===== src/rtl/inst_fetch_unit.sv =====
// Instruction fetch unit: single-outstanding memory requests, small in-order instruction buffer,
// redirect flush with stale-response discard. Define FETCH_MISALIGN_TRAP_EN to trap misaligned redirects.
module inst_fetch_unit #(
  parameter logic [31:0] RESET_PC   = 32'h0000_0000,
  parameter int          FIFO_DEPTH = 2
) (
  input  logic        clk,
  input  logic        rst,
  output logic        imem_req,
  output logic [31:0] imem_addr,
  input  logic        imem_ack,
  input  logic [31:0] imem_rdata,
  input  logic        redirect,
  input  logic [31:0] redirect_pc,
  output logic        inst_valid,
  input  logic        inst_ready,
  output logic [31:0] inst_out,
  output logic [31:0] pc_out,
  output logic [2:0]  type_o,
  output logic        misalign_o
);

  localparam int PTR_W = $clog2(FIFO_DEPTH);
  localparam int CNT_W = PTR_W + 1;

`ifdef FETCH_MISALIGN_TRAP_EN
  localparam bit TRAP_EN = 1'b1;
`else
  localparam bit TRAP_EN = 1'b0;
`endif

  typedef enum logic [1:0] {S_FETCH, S_FULL, S_DISCARD, S_HALT} state_t;

  state_t           r_state;
  state_t           w_state_next;
  logic [31:0]      r_pc;
  logic [31:0]      r_stale_addr;
  logic             r_halt_pend;
  logic [31:0]      r_fifo_inst [FIFO_DEPTH];
  logic [31:0]      r_fifo_pc   [FIFO_DEPTH];
  logic [PTR_W-1:0] r_rd_ptr;
  logic [PTR_W-1:0] r_wr_ptr;
  logic [CNT_W-1:0] r_count;

  logic             w_empty;
  logic             w_trap;
  logic [31:0]      w_target;
  logic             w_push;
  logic             w_pop;
  logic [CNT_W-1:0] w_count_after;

  assign w_empty       = (r_count == '0);
  assign w_trap        = TRAP_EN && redirect && (redirect_pc[1:0] != 2'b00);
  assign w_target      = {redirect_pc[31:2], 2'b00};
  assign w_push        = (r_state == S_FETCH) && imem_ack && !redirect;
  assign w_pop         = inst_valid && inst_ready && !redirect;
  assign w_count_after = r_count + CNT_W'(w_push) - CNT_W'(w_pop);

  // NOTE: sequential state uses non-blocking assignments so every flop samples pre-edge values.
  always_ff @(posedge clk) begin
    if (rst) r_state <= S_FETCH;
    else     r_state <= w_state_next;
  end

  // NOTE: default assignment first so no path through this block can infer a latch.
  always_comb begin
    w_state_next = r_state;
    unique case (r_state)
      S_FETCH: begin
        if (redirect) begin
          if (!imem_ack) w_state_next = S_DISCARD;
          else           w_state_next = w_trap ? S_HALT : S_FETCH;
        end else if (imem_ack && (w_count_after == CNT_W'(FIFO_DEPTH))) begin
          w_state_next = S_FULL;
        end
      end
      S_FULL: begin
        if (redirect)   w_state_next = w_trap ? S_HALT : S_FETCH;
        else if (w_pop) w_state_next = S_FETCH;
      end
      S_DISCARD: begin
        // The stale response must arrive before the newest target can be requested.
        if (imem_ack) begin
          if (redirect) w_state_next = w_trap ? S_HALT : S_FETCH;
          else          w_state_next = r_halt_pend ? S_HALT : S_FETCH;
        end
      end
      S_HALT: begin
        if (redirect && !w_trap) w_state_next = S_FETCH;
      end
      default: w_state_next = S_FETCH;
    endcase
  end

  always_comb begin
    imem_req   = !rst && ((r_state == S_FETCH) || (r_state == S_DISCARD));
    imem_addr  = (r_state == S_DISCARD) ? r_stale_addr : r_pc;
    inst_valid = !rst && !w_empty;
    inst_out   = w_empty ? 32'h0 : r_fifo_inst[r_rd_ptr];
    pc_out     = w_empty ? 32'h0 : r_fifo_pc[r_rd_ptr];
  end

  always_comb begin
    type_o = 3'd0;
    unique case (inst_out[6:0])
      7'b0000011, 7'b0010011, 7'b1100111, 7'b1110011: type_o = 3'd1;
      7'b0100011:                                     type_o = 3'd2;
      7'b1100011:                                     type_o = 3'd3;
      7'b1101111:                                     type_o = 3'd4;
      7'b0110111, 7'b0010111:                         type_o = 3'd5;
      default:                                        type_o = 3'd0;
    endcase
  end

  always_ff @(posedge clk) begin
    if (rst) begin
      r_pc         <= RESET_PC;
      r_stale_addr <= RESET_PC;
      r_halt_pend  <= 1'b0;
      r_rd_ptr     <= '0;
      r_wr_ptr     <= '0;
      r_count      <= '0;
    end else if (redirect) begin
      r_pc        <= w_target;
      r_halt_pend <= w_trap;
      r_rd_ptr    <= '0;
      r_wr_ptr    <= '0;
      r_count     <= '0;
      if ((r_state == S_FETCH) && !imem_ack) r_stale_addr <= r_pc;
    end else begin
      if (w_push) begin
        r_pc     <= r_pc + 32'd4;
        r_wr_ptr <= r_wr_ptr + PTR_W'(1);
      end
      if (w_pop) r_rd_ptr <= r_rd_ptr + PTR_W'(1);
      r_count <= w_count_after;
    end
  end

  // NOTE: buffer storage has no reset; entries are only visible once the occupancy count covers them.
  always_ff @(posedge clk) begin
    if (!rst && w_push) begin
      r_fifo_inst[r_wr_ptr] <= imem_rdata;
      r_fifo_pc[r_wr_ptr]   <= r_pc;
    end
  end

`ifdef FETCH_MISALIGN_TRAP_EN
  logic r_misalign;

  always_ff @(posedge clk) begin
    if (rst) r_misalign <= 1'b0;
    else     r_misalign <= w_trap;
  end

  assign misalign_o = r_misalign && !rst;
`else
  assign misalign_o = 1'b0;
`endif

endmodule


===== config.mk =====
export PLATFORM = sky130hd
export DESIGN_NAME = inst_fetch_unit
export DESIGN_NICKNAME = d
export VERILOG_FILES = /design/src/rtl/inst_fetch_unit.sv
export SDC_FILE = /design/constraint.sdc
export NUM_CORES = 1
export LEC_CHECK = 0
export ABC_AREA = 1
export CAP_MARGIN = 0
export CORE_MARGIN = 10
export CORE_UTILIZATION = 40
export DETAILED_ROUTE_END_ITERATION = 8
export MAX_ROUTING_LAYER = met4
export PLACE_DENSITY = 0.63
export SKIP_LAST_GASP = 1
export SYNTH_ARGS = -nofsm -noshare
export SYNTH_HDL_FRONTEND = slang
export SYNTH_SLANG_ARGS = --single-unit

===== constraint.sdc =====
create_clock -name clk -period 6.6 [get_ports clk]
set_input_delay 1.65 -clock clk [delete_from_list [all_inputs] [get_ports clk]]
set_output_delay 1.65 -clock clk [all_outputs]
set_load 0.05 [all_outputs]

==> results of run 1 <==
-- kinds of logic after synthesis --
| kind of cell | Yosys count |
|---|---|
| other | 1 |
| adder cells (fa/ha/maj) | 3 |
| AO/OA/AOI/OAI | 203 |
| flip-flops | 191 |
| AND/OR/NAND/NOR | 415 |
| multiplexers | 2 |
| XOR/XNOR | 4 |
| buffers and inverters | 116 |
-- metal layers --
layer	up-vias	wire length [um]	part of all wire	GRT usage
met1	3164	11300	0.51	0.220
met2	194	9660	0.43	0.228
met4	0	259	0.012	0.0420
met3	19	1110	0.050	0.0346
li1	3452	-	-	-
met5	-	0	0	-
-- cell usage after synthesis (all sizes together), types with 2 or more instances --
library cell | n | area (um2)
nand4 | 11 | 68.8
a21oi | 129 | 661
a211oi | 4 | 30.0
o21ai | 56 | 284
dfxtp | 67 | 1340
nor2 | 107 | 517
inv | 63 | 239
mux2 | 2 | 22.5
nand2 | 235 | 907
a31oi | 7 | 43.8
clkbuf | 12 | 45.0
edfxtp | 124 | 3720
nor3 | 14 | 113
xor2 | 3 | 26.3
ha | 3 | 37.5
buf | 41 | 223
nand3 | 45 | 243
o211ai | 5 | 37.5
-- flip-flops by register name, indices dropped and copies added, names as in the netlist, named ones only --
register,flops
r_pc,30
r_state,2
r_fifo_pc,60
r_rd_ptr,1
r_fifo_inst,64
r_count,2
r_wr_ptr,1
r_stale_addr,30
-- power breakdown --
group	switching, uW	leakage, uW	internal (uW)
logic	273	0.00205	138
clock network	458	0.000240	487
registers	36.1	0.00169	1320
-- worst max-delay path, cell delays in order --
cell	delay [ps]
sky130_fd_sc_hd__clkdlybuf4s50_1	400
sky130_fd_sc_hd__buf_4	220
sky130_fd_sc_hd__nor2_1	160
sky130_fd_sc_hd__clkdlybuf4s50_1	830
-- path summary, 6_finish.rpt --
kind                    startpoint                      end  slack [ps]
max                            rst               inst_valid        1680
min          r_rd_ptr$_SDFFE_PP0P_                     flop         470
max reg2reg  r_count[1]$_SDFF_PP0_  r_state[0]$_SDFFE_PP0P_        3560
min reg2reg  r_rd_ptr$_SDFFE_PP0P_                     flop         470
-- stage by stage --
stage,instances,hold WS (ps)
3_5_place_dp,1336,452
4_1_cts,1368,465
6_report,1368,466
5_1_grt,1368,499
2_1_floorplan,939,447
3_3_place_gp,1336,460
-- final cells by class --
| type | count | area (um2) |
|---|---|---|
| clock buffer | 18 | 429 |
| sequential | 191 | 5070 |
| tap | 275 | 344 |
| fill | 1947 | 10100 |
| inverter | 63 | 239 |
| multi-input combinational | 632 | 3070 |
| clock inverter | 14 | 109 |
| timing repair buffer | 175 | 1720 |
==> flow_summary.rst, run 1 <==
.. list-table::
   :header-rows: 1

   * - Metric
     - Value
   * - Drt first-iter violations
     - 540
   * - Reported max-cap violation count
     - 0
   * - Warnings from Yosys
     - 0
   * - Cells on worst reg2reg path
     - 14
   * - Worst slew margin
     - 0.376
   * - Antenna violations before repair
     - 0
   * - RSZ-0062 raised after global routing
     - false
   * - Number of max-slew violations in the final report
     - 0
   * - Share of synthesized registers carrying an async set or reset
     - 0
   * - Sum of negative setup slack
     - 0 ps
   * - Final worst slack
     - 1680 ps
   * - All-Layer GR Usage
     - 0.158
   * - Worst hold path depth
     - 2
   * - Vias
     - 6,829
   * - F_max
     - 203 MHz
   * - Core outline area
     - 0.0211 mm2
   * - Initial cell density of the core
     - 0.408
   * - Final critical-path required period
     - 4920 ps
   * - Seq/Total Area, Yosys
     - 0.588
   * - Adder-cell share of the synthesized area
     - 0.00436
   * - Primary FF master, synth
     - sky130_fd_sc_hd__edfxtp_1
   * - Startpoint type of the worst setup path
     - input pin
   * - Vias in the first global route
     - 6,446
   * - Final weighted congestion of routability-driven global placement
     - 0.853
   * - Buffer cell driving the clock tree root
     - sky130_fd_sc_hd__clkbuf_16
   * - Complex-gate fraction of the synthesized area
     - 0.124
   * - Post-synth cell types
     - 42
   * - Core occupancy in the finished layout
     - 0.520
   * - HPWL after detailed placement
     - 15.3 mm
   * - Global-route wire length before repair
     - 35.0 mm
   * - Via-per-instance ratio
     - 4.99
   * - CTS H-tree depth
     - 4
   * - Standard-cell row count
     - 53
   * - Clock-pin slew reported for the worst setup and hold paths after clock tree synthesis
     - 70 ps
   * - Clk Latency, worst-skew pair
     - 430 ps
   * - Maximum clock insertion buffer count
     - 2
   * - Path category of the worst min-delay check
     - flop to flop
   * - Main combinational cell family by area after synthesis
     - simple AND/OR/NAND/NOR gates
   * - Power per cell area
     - 247 mW/mm2
   * - Number of buffers inserted by hold repair at cts
     - 0
   * - Number of buffers created by CTS
     - 17
   * - Pin count of the biggest net entering global routing
     - 60
   * - Post-route cell area
     - 0.0110 mm2
   * - Crit path required time
     - 4950 ps
   * - Setup-violating endpoint count in the final report
     - 0
   * - Simple logic cell fraction of the synthesized area
     - 0.217
   * - Overall power
     - 2710 uW
   * - Synthesized-area fraction occupied by xor and xnor cells
     - 0.00407
   * - Top fanout value on the critical path
     - 19
   * - Vertical die dimension
     - 167 um
   * - Ant diodes
     - 0
   * - Critical path class
     - input pin to primary output
   * - Overall die area
     - 0.0278 mm2
   * - Final Hold Fails
     - 0
   * - Slew @ Worst Pin
     - 934 ps
   * - Synthesized area per cell
     - 9.21 um2
   * - CTS tree
     - done
   * - 1st-pass router iterations
     - 5
   * - Cell Area, Placed
     - 0.0104 mm2
   * - Worst endpoint data arrival time
     - 3270 ps
   * - Total length of routed wires
     - 22.3 mm
   * - Post-cts gate resize count
     - 0
   * - Remaining global-route overflow
     - 0
   * - Mux share of post-synthesis cell area
     - 0.00262
   * - Maximum clock skew at final layout
     - 12.3 ps
   * - Horizontal die dimension
     - 167 um
   * - EDFF count, synth
     - 124
   * - Cell leakage power
     - 0.00399 uW
   * - Synthesized instance count
     - 935
   * - Routed wirelength normalized by instance count
     - 16.3 um
   * - Count of buffers inserted at the top-level ports
     - 163
   * - Critical path capture point type
     - primary output
   * - # DRC
     - 0
   * - Post-layout nets
     - 1,152
   * - Commonest non-fill, non-tap cells in the layout
     - 229 x sky130_fd_sc_hd__nand2_1, 163 x sky130_fd_sc_hd__clkdlybuf4s50_1, 125 x sky130_fd_sc_hd__a21oi_1
   * - Fraction of layout cells with a size suffix above 1
     - 0.0787
   * - Most common library cell in the layout ignoring fill and taps
     - sky130_fd_sc_hd__nand2_1
   * - Area of the mapped netlist
     - 0.00861 mm2
   * - Synth-to-layout area growth
     - 27.5%
   * - Ports placed on the boundary
     - 171
   * - DRT antenna net count
     - 0
   * - Max rail drop VDD
     - 0.193 mV
   * - Post-CTS setup buffers
     - 0
   * - Total of flip-flops plus latches after synthesis
     - 191
   * - Worst slack at placement
     - 1680 ps
   * - Result of the run
     - complete, no violations
   * - CTS sink cnt
     - 191
   * - Period Utilization, post-route
     - 0.745
Note: power is estimated with default switching activity, not from simulation.
==> inputs of run 2 (changes only) <==
==> constraint.sdc (replaced) <==
create_clock -name clk -period 5 [get_ports clk]
set_input_delay 1.25 -clock clk [delete_from_list [all_inputs] [get_ports clk]]
set_output_delay 1.25 -clock clk [all_outputs]
set_load 0.05 [all_outputs]
==> flow_summary.rst, run 2 (synthesized netlist as in run 1, its figures left out) <==
.. list-table::
   :header-rows: 1

   * - Metric
     - Value
   * - Post-cts gate resize count
     - 0
   * - Ant diodes
     - 0
   * - Fraction of power consumed by the clock network
     - 0.354
   * - Via-per-instance ratio
     - 4.99
   * - Maximum clock skew at final layout
     - 10.4 ps
   * - Commonest non-fill, non-tap cells in the layout
     - 229 x sky130_fd_sc_hd__nand2_1, 163 x sky130_fd_sc_hd__clkdlybuf4s50_1, 125 x sky130_fd_sc_hd__a21oi_1
   * - Startpoint type of the worst setup path
     - flop
   * - Dpl cells
     - 1,339
   * - Post-layout nets
     - 1,155
   * - Register name with the most flops
     - r_fifo_inst
   * - Reported max-cap violation count
     - 0
   * - Crit path buf inv count
     - 2
   * - Drt first-iter violations
     - 426
   * - Routed wirelength normalized by instance count
     - 16.4 um
   * - FF+latch area
     - 0.00507 mm2
   * - Worst slew margin
     - 0.563
   * - Fill count
     - 1,972
   * - Maximum clock insertion buffer count
     - 2
   * - Count of buffers inserted at the top-level ports
     - 163
   * - Net switching fraction of the power
     - 0.286
   * - 1st-pass router iterations
     - 5
   * - All-Layer GR Usage
     - 0.163
   * - Worst slack at placement
     - 1080 ps
   * - Critical path capture point type
     - primary output
   * - NetSw
     - 1030 uW
   * - RSZ-0062 raised after global routing
     - false
   * - Clock-pin slew reported for the worst setup and hold paths after clock tree synthesis
     - 70 ps
   * - Result of the run
     - complete, no violations
   * - Overall die area
     - 0.0278 mm2
   * - Period Utilization, post-route
     - 0.830
   * - Largest registers
     - r_fifo_inst (64), r_fifo_pc (60)
   * - Standard-cell row count
     - 53
   * - Slowest stage delay, CP
     - 800 ps
   * - Clk Latency, worst-skew pair
     - 430 ps
   * - # DRC
     - 0
   * - Vertical die dimension
     - 167 um
   * - Ports placed on the boundary
     - 171
   * - Initial cell density of the core
     - 0.408
   * - Flip-flop count of the largest register, all copies and words added
     - 64
   * - Post-Layout Cell Count
     - 1,371
   * - Cell mode on critical path
     - sky130_fd_sc_hd__nor2_1
   * - Remaining global-route overflow
     - 0
   * - Number of buffers created by CTS
     - 17
   * - HPWL after detailed placement
     - 15.8 mm
   * - Multi-input combinational cell area
     - 0.00307 mm2
   * - Power per cell area
     - 327 mW/mm2
   * - Antenna violations before repair
     - 0
   * - Slew @ Worst Pin
     - 655 ps
   * - Top fanout value on the critical path
     - 28
   * - Slowest cell on crit path
     - sky130_fd_sc_hd__clkdlybuf4s50_1
   * - Critical-path cell list
     - buf_4 -> nor2_1 -> nor3_2 -> nand3_1 -> nor2_1 -> nor2_1 -> nand2_1 -> clkdlybuf4s50_1
   * - Buffer cell driving the clock tree root
     - sky130_fd_sc_hd__clkbuf_16
   * - Vias in the first global route
     - 6,609
   * - Final worst slack
     - 848 ps
   * - Total length of routed wires
     - 22.5 mm
   * - Pin count of the biggest net entering global routing
     - 60
   * - Number of buffers inserted by hold repair at cts
     - 0
   * - Horizontal die dimension
     - 167 um
   * - CTS H-tree depth
     - 4
   * - Sum of negative setup slack
     - 0 ps
   * - Worst endpoint data arrival time
     - 2900 ps
   * - Core outline area
     - 0.0211 mm2
   * - CTS sink cnt
     - 191
   * - Comb power frac
     - 0.151
   * - Critical path class
     - flop to primary output
   * - Post-CTS setup buffers
     - 0
   * - Crit path required time
     - 3750 ps
   * - Number of max-slew violations in the final report
     - 0
   * - Vias
     - 6,836
   * - Final weighted congestion of routability-driven global placement
     - 0.863
   * - Setup-violating endpoint count in the final report
     - 0
   * - Max rail drop VDD
     - 0.211 mV
   * - Path category of the worst min-delay check
     - flop to flop
   * - Sequential cell fraction of total power
     - 0.495
   * - F_max
     - 241 MHz
   * - Worst path top cell family by delay
     - buffers and inverters
   * - DRT antenna net count
     - 0
   * - Final Hold Fails
     - 0
   * - Final critical-path required period
     - 4150 ps
   * - Global-route wire length before repair
     - 35.9 mm
   * - Synth-to-layout area growth
     - 28.6%
   * - Most common library cell in the layout ignoring fill and taps
     - sky130_fd_sc_hd__nand2_1
   * - Fraction of layout cells with a size suffix above 1
     - 0.0821
   * - Total internal power
     - 2580 uW
   * - CTS tree
     - done
   * - Cell leakage power
     - 0.00404 uW
## run 2: changes by cell type in the layout (fill, tap and decap cells not counted)
| cell | previous run | this run |
|---|---|---|
| sky130_fd_sc_hd__buf_12 | 0 | 4 |
| sky130_fd_sc_hd__clkinv_4 | 1 | 5 |
| sky130_fd_sc_hd__clkinvlp_4 | 7 | 3 |
| sky130_fd_sc_hd__inv_8 | 0 | 4 |
| sky130_fd_sc_hd__inv_6 | 5 | 2 |
| sky130_fd_sc_hd__buf_4 | 12 | 11 |
| sky130_fd_sc_hd__clkinv_1 | 1 | 0 |
## run 2: power groups by stage
stage | clock network (uW) | registers, uW | logic (uW)
finish | 1280 | 1790 | 546
global route | 1380 | 1790 | 591
CTS | 1310 | 1790 | 551
detailed placement | 0 | 1820 | 546
global placement | 0 | 1820 | 544
floorplan | 0 | 1810 | 356
## run 2: layout make-up
class,count,area share
Sequential cell,191,0.458
Clock inverter,14,0.0116
Inverter,63,0.0216
Clock buffer,18,0.0388
Multi-Input combinational cell,632,0.277
Tap cell,275,0.0311
Timing Repair Buffer,178,0.162
## run 2: worst register-to-register path, cell delays in order, from the launching register on
cell	delay, ps
sky130_fd_sc_hd__dfxtp_1	360
sky130_fd_sc_hd__nor2_4	310
sky130_fd_sc_hd__buf_4	590
sky130_fd_sc_hd__nor2_1	120
sky130_fd_sc_hd__nand2_1	210
sky130_fd_sc_hd__nor2_1	70
sky130_fd_sc_hd__ha_1	270
sky130_fd_sc_hd__inv_1	40
sky130_fd_sc_hd__ha_1	260
sky130_fd_sc_hd__inv_1	100
sky130_fd_sc_hd__nand2_1	50
sky130_fd_sc_hd__o21ai_0	300
sky130_fd_sc_hd__nand3_1	110
sky130_fd_sc_hd__nand3_1	90
sky130_fd_sc_hd__inv_1	40
## run 2: per-layer routing
| layer | up-vias | part of all wire | GRT usage |
|---|---|---|---|
| met4 | 0 | 0.014 | 0.0504 |
| met3 | 24 | 0.059 | 0.0400 |
| met1 | 3138 | 0.49 | 0.220 |
| li1 | 3457 | - | - |
| met2 | 217 | 0.44 | 0.237 |
| met5 | - | 0 | - |
## run 2: final timing paths
kind         cells past startpoint             startpoint  slack, ps                 endpoint
max                              8                   flop        850                type_o[0]
min reg2reg                      2  r_rd_ptr$_SDFFE_PP0P_        480                     flop
min                              2  r_rd_ptr$_SDFFE_PP0P_        480                     flop
max reg2reg                     14  r_count[1]$_SDFF_PP0_       1990  r_state[0]$_SDFFE_PP0P_
## run 2: metrics by stage
step | power, uW | hold slack [ps] | cell area [um2] | utilization
after floorplan | 2160 | 447 | 8620 | -
after global placement | 2360 | 460 | 10500 | 0.498
after detailed placement | 2370 | 460 | 10500 | 0.498
after CTS | 3650 | 473 | 11100 | 0.525
after global routing | 3760 | 515 | 11100 | 0.525
final | 3610 | 484 | 11100 | 0.525
